===== config.mk =====
export PLATFORM = sky130hd
export DESIGN_NAME = round_robin_arbiter
export DESIGN_NICKNAME = d
export VERILOG_FILES = /design/src/rtl/rr_arbiter_pkg.sv /design/src/rtl/priority_encoder_tree.sv /design/src/rtl/round_robin_arbiter.sv
export SDC_FILE = /design/constraint.sdc
export NUM_CORES = 1
export LEC_CHECK = 0
export ABC_AREA = 1
export BUFFER_PORTS_ARGS = -buffer_cell sky130_fd_sc_hd__buf_2
export CORE_ASPECT_RATIO = 0.8
export CORE_MARGIN = 3
export CORE_UTILIZATION = 45
export DETAILED_ROUTE_END_ITERATION = 7
export GPL_TIMING_DRIVEN = 0
export HOLD_SLACK_MARGIN = 0.1
export MAX_ROUTING_LAYER = met4
export PLACE_DENSITY = 0.76
export SYNTH_ARGS = -nofsm -noshare
export SYNTH_HDL_FRONTEND = slang
export SYNTH_SLANG_ARGS = --single-unit

===== constraint.sdc =====
create_clock -name clk -period 2.83 [get_ports clk]
set_input_delay 0.283 -clock clk [delete_from_list [all_inputs] [get_ports clk]]
set_output_delay 0.283 -clock clk [all_outputs]
set_load 0.005 [all_outputs]

===== src/rtl/rr_arbiter_pkg.sv =====
// Shared types and sizing helpers for the round-robin arbiter and its encoders.
package rr_arbiter_pkg;

  typedef enum logic {
    IDLE  = 1'b0,
    GRANT = 1'b1
  } state_e;

  localparam int STATS_CNT_W = 32;

  function automatic int idx_width(input int width);
    return $clog2(width);
  endfunction

endpackage


===== src/rtl/priority_encoder_tree.sv =====
// Lowest-set-bit priority encoder, combinational; IMPLEMENTATION=0 is a two-level
// group tree split SPLIT ways, any other value is a flat scan (identical results).
module priority_encoder_tree #(
  parameter int WIDTH          = 16,
  parameter int SPLIT          = 4,
  parameter int IMPLEMENTATION = 0
) (
  input  logic [WIDTH-1:0]         req_i,
  output logic                     vld_o,
  output logic [$clog2(WIDTH)-1:0] idx_o
);

  localparam int IW   = $clog2(WIDTH);
  localparam int SP   = (SPLIT > WIDTH) ? WIDTH : ((SPLIT < 2) ? 2 : SPLIT);
  localparam int NGRP = WIDTH / SP;

  assign vld_o = |req_i;

  if (IMPLEMENTATION == 0) begin : g_tree
    logic [NGRP-1:0] grp_any;
    logic [SP-1:0]   grp_bits;
    int              sel_grp;
    int              sel_bit;

    for (genvar g = 0; g < NGRP; g++) begin : g_grp
      assign grp_any[g] = |req_i[g*SP +: SP];
    end

    // Pick the lowest non-empty group first, then the lowest bit inside it.
    always_comb begin
      sel_grp = 0;
      for (int g = NGRP - 1; g >= 0; g--) begin
        if (grp_any[g]) sel_grp = g;
      end
      grp_bits = req_i[sel_grp*SP +: SP];
      sel_bit  = 0;
      for (int b = SP - 1; b >= 0; b--) begin
        if (grp_bits[b]) sel_bit = b;
      end
      idx_o = IW'(sel_grp * SP + sel_bit);
    end
  end else begin : g_flat
    always_comb begin
      idx_o = '0;
      for (int i = WIDTH - 1; i >= 0; i--) begin
        if (req_i[i]) idx_o = IW'(i);
      end
    end
  end

endmodule


===== src/rtl/round_robin_arbiter.sv =====
// Round-robin arbiter with registered grant, 1-cycle latency, grant held stable under stall;
// optional grant counter output grt_cnt when ROUND_ROBIN_ARBITER_STATS_EN is defined.
module round_robin_arbiter
  import rr_arbiter_pkg::*;
#(
  parameter int WIDTH          = 16,
  parameter int SPLIT          = 4,
  parameter int IMPLEMENTATION = 0
) (
  input  logic                          clk,
  input  logic                          rst_n,
  input  logic [WIDTH-1:0]              dec_vld,
  output logic                          grt_vld,
  input  logic                          grt_rdy,
  output logic [idx_width(WIDTH)-1:0]   grt_idx,
  output logic [WIDTH-1:0]              grt_oh
`ifdef ROUND_ROBIN_ARBITER_STATS_EN
  ,
  output logic [STATS_CNT_W-1:0]        grt_cnt
`endif
);

  localparam int IW = idx_width(WIDTH);

  state_e           state_q, state_d;
  logic [IW-1:0]    ptr_q, ptr_d;
  logic [IW-1:0]    idx_q, idx_d;
  logic [WIDTH-1:0] oh_q, oh_d;

  logic             hs;
  logic [IW-1:0]    ptr_eff;
  logic [WIDTH-1:0] masked;
  logic             m_vld, u_vld;
  logic [IW-1:0]    m_idx, u_idx;
  logic [IW-1:0]    win_idx;
  logic [WIDTH-1:0] win_oh;

  assign hs = (state_q == GRANT) && grt_rdy;

  // On a handshake the mask already uses the advanced pointer, giving 1 grant/cycle.
  assign ptr_eff = hs ? IW'(idx_q + 1'b1) : ptr_q;

  always_comb begin
    masked = '0;
    for (int i = 0; i < WIDTH; i++) begin
      masked[i] = dec_vld[i] && (i >= int'(ptr_eff));
    end
  end

  priority_encoder_tree #(
    .WIDTH         (WIDTH),
    .SPLIT         (SPLIT),
    .IMPLEMENTATION(IMPLEMENTATION)
  ) u_enc_masked (
    .req_i(masked),
    .vld_o(m_vld),
    .idx_o(m_idx)
  );

  priority_encoder_tree #(
    .WIDTH         (WIDTH),
    .SPLIT         (SPLIT),
    .IMPLEMENTATION(IMPLEMENTATION)
  ) u_enc_full (
    .req_i(dec_vld),
    .vld_o(u_vld),
    .idx_o(u_idx)
  );

  assign win_idx = m_vld ? m_idx : u_idx;
  assign win_oh  = WIDTH'(1) << win_idx;

  always_comb begin
    state_d = state_q;
    ptr_d   = ptr_q;
    idx_d   = idx_q;
    oh_d    = oh_q;
    unique case (state_q)
      IDLE: begin
        if (u_vld) begin
          state_d = GRANT;
          idx_d   = win_idx;
          oh_d    = win_oh;
        end
      end
      GRANT: begin
        if (grt_rdy) begin
          ptr_d = ptr_eff;
          if (u_vld) begin
            idx_d = win_idx;
            oh_d  = win_oh;
          end else begin
            state_d = IDLE;
            oh_d    = '0;
          end
        end
      end
      default: begin
        state_d = IDLE;
        oh_d    = '0;
      end
    endcase
  end

  always_ff @(posedge clk or negedge rst_n) begin
    if (!rst_n) begin
      state_q <= IDLE;
      ptr_q   <= '0;
      idx_q   <= '0;
      oh_q    <= '0;
    end else begin
      state_q <= state_d;
      ptr_q   <= ptr_d;
      idx_q   <= idx_d;
      oh_q    <= oh_d;
    end
  end

  assign grt_vld = (state_q == GRANT);
  assign grt_idx = idx_q;
  assign grt_oh  = oh_q;

`ifdef ROUND_ROBIN_ARBITER_STATS_EN
  logic [STATS_CNT_W-1:0] cnt_q, cnt_d;

  assign cnt_d = hs ? cnt_q + 1'b1 : cnt_q;

  always_ff @(posedge clk or negedge rst_n) begin
    if (!rst_n) cnt_q <= '0;
    else        cnt_q <= cnt_d;
  end

  assign grt_cnt = cnt_q;
`endif

endmodule


==> reports/qor.yml <==
dieArea_um2: 5240
fmax_mhz: 380
layoutNonFillerInstCount: 384
yosys-top-cells-area: "dfrtp_1, nand2_1, inv_1, nand4_1, nand2_4"
clkSinkCount: 25
clk_path_buf_depth: 2
finClkSkew_ns: 0.00677
cp_cell_sequence: "ha_4 -> nand3_2 -> nand2_4 -> nand2_4 -> inv_1 -> nand3_2 -> nand2_2 -> nand2_2 -> o21ai_2 -> nand2_4 -> nand2_4 -> nand2_1 -> nand3_1 -> nand2_2 -> a21oi_4 -> nand4_1 -> o21bai_1"
gp_congestion: 0.896
clock_latency_ns: 0.27
relSlewSlack: 0.641
syn-num-nets: 300
tns_ns: 0
yosys_warnings: 0
detailed_place_hpwl_um: 3830
syn_avg_cell_area_um2: 7.07
htree_levels: 1
synth_seq_cells: 25
crit_top_cell: "nand2_4"
p_per_area_nw_per_um2: 854
cp_max_fo: 8
ir_drop_mv: 0.351
status: "completed"
slowest_delay_ns: 0.46
hp-class: "in2reg"
power.internal_uw: 1010
crit_slowest_cell: "dfrtp_2"
first_iter_violations: 163
worst_pin_slew_ns: 0.539
area_growth_pct: 20.8
grt_pass1_wl_um: 8070
dp_cells: 374
cp-start-kind: "flop"
crit_type: "reg2reg"
cp_top_family: "simple AND/OR/NAND/NOR gates"
seqPwrFrac: 0.260
ant_nets: 0
die_x_um: 80.2
drive_above_1_share: 0.325
hold_viol: 0
antenna_found_initial: 0
drt_pre_antenna_iters: 4
synth_area_leader_cell: "dfrtp_1"
setup.worst_path.end_class: "flop"
power_switching_uw: 1030
critPathBufInv: 1
cts-buffers-inserted: 3
fp.dieH_um: 65.3
synthesis.area_um2: 1980
grt_max_degree: 26
ys_seq_area_frac: 0.316
antennaDiodeCount: 0
place_ws_ns: 0.102
p_total_uw: 2040
post-route-util: 0.598
vias_per_cell: 5.08
avgRoutedWirePerCell_um: 12.5
maxSlewViolCount: 0
fin_crit_sh: 0.931
maxCapViolations: 0
drc: 0
mostFrequentLayoutCells: "nand2_1, inv_1, buf_2"
overflow: 0
p_leak_uw: 0.00129
worstPathRequired_ns: 3.03
start_util: 0.495
syn_inst: 280
post-synth-top-area-fraction: 0.316
worst_slack_ns: 0.196
grt_pass1_vias: 1793
drt-total-wl_um: 4790
min_period_ns: 2.63
p_comb_frac: 0.637
num_io_pins: 40
io_buffers: 39
ys_types: 30
clockPowerShare: 0.103
layout.cells.most_common: "nand2_1"
grtUsageTotal: 0.201
cts_root_buf: "clkbuf_8"
p_sw_frac: 0.504
clk_pin_slew_worst_paths_ns: 0.09
cts_tree: "built"
num_rows: 20
nets: 350
vias: 1952
setup_violations: 0
coreArea_um2: 4000
cp.arrival_ns: 2.84
[synthesized netlist by cell type]
library cell and number:
o21ai_2 5, nor2_2 8, nand3_4 1, o21ai_0 8
clkbuf_1 1, inv_1 47, a21o_1 1, nor2_4 2
dfrtp_1 25, clkinv_4 1, o211ai_1 1, nand2_4 10
nand3_2 5, ha_1 1, or2_4 1, o21bai_4 1
nand2_1 74, a21oi_4 1, o21bai_1 5, nand4_1 19
o21ai_1 4, nor2_1 16, a21oi_1 8, inv_4 1
nor2_8 1, nand3_1 17, nand2_2 11, inv_2 3
nor3_1 1, nand3b_1 1
[layer usage]
| metal | track usage | vias up | part of all wire |
|---|---|---|---|
| met3 | 0.0397 | 4 | 0.054 |
| li1 | - | 1000 | - |
| met4 | 0.0443 | 0 | 0.0079 |
| met2 | 0.286 | 46 | 0.44 |
| met5 | - | - | 0 |
| met1 | 0.296 | 902 | 0.50 |
[registers in the layout (all words and copies together), names as in the netlist]
name and cells:
grt_oh 16, grt_vld 1, grt_idx 4, ptr_q 4
[tightest hold or removal path, delay by kind of cell]
kind / cells / cell delay (ns)
buffers and inverters: 2 / 0.20
AND/OR/NAND/NOR: 2 / 0.11
[through the flow]
stage          cell area [µm²]  hold slack, ns
2_1_floorplan             1980         -0.0126
3_3_place_gp              2240           0.297
3_5_place_dp              2240           0.301
4_1_cts                   2300           0.338
5_1_grt                   2390           0.365
6_report                  2390           0.354
[power groups by stage]
stage	Sequential [µW]	Combinational [µW]	Clock (µW)
6_report	531	1300	210
5_1_grt	545	1450	231
4_1_cts	524	1200	216
3_5_place_dp	531	1190	0
3_3_place_gp	529	1170	0
2_1_floorplan	533	906	0
[worst paths after layout]
check                           start    endpoint  slack, ns  cells past startpoint
setup / recovery           grt_idx[1]   grt_oh[8]       0.20                     17
hold / removal                grt_rdy     grt_vld       0.35                      4
setup reg to reg           grt_idx[1]   grt_oh[8]       0.20                     17
hold reg to reg            grt_oh[11]  grt_oh[11]       0.48                      2
max in group asynchronous       rst_n  grt_idx[0]       1.92                      2
min in group asynchronous       rst_n  grt_oh[12]       0.52                      2
[what timing repair did]
item	in CTS	in global routing
gates resized for setup	0	12
setup endpoints to repair	0	17
setup buffers	0	5
hold buffers	1	0
hold endpoints to repair	25	0
[cells by family after synthesis]
kind of cell | after synthesis | synth area share
compound gates | 34 | 0.117
fa+ha+maj | 1 | 0.00632
flops | 25 | 0.316
buf+inv | 53 | 0.104
simple gates | 167 | 0.457
[final cells by class]
class                           instances  area (µm²)
Multi-Input combinational cell        202        1200
Tap cell                               55        68.8
Buffer                                  1        3.75
Clock inverter                          1        5.00
Fill cell                             382        1610
Inverter                               52         203
Sequential cell                        25         628
Timing Repair Buffer                   45         243
Clock buffer                            3        41.3
No activity file was read; power rests on OpenSTA's default activity.
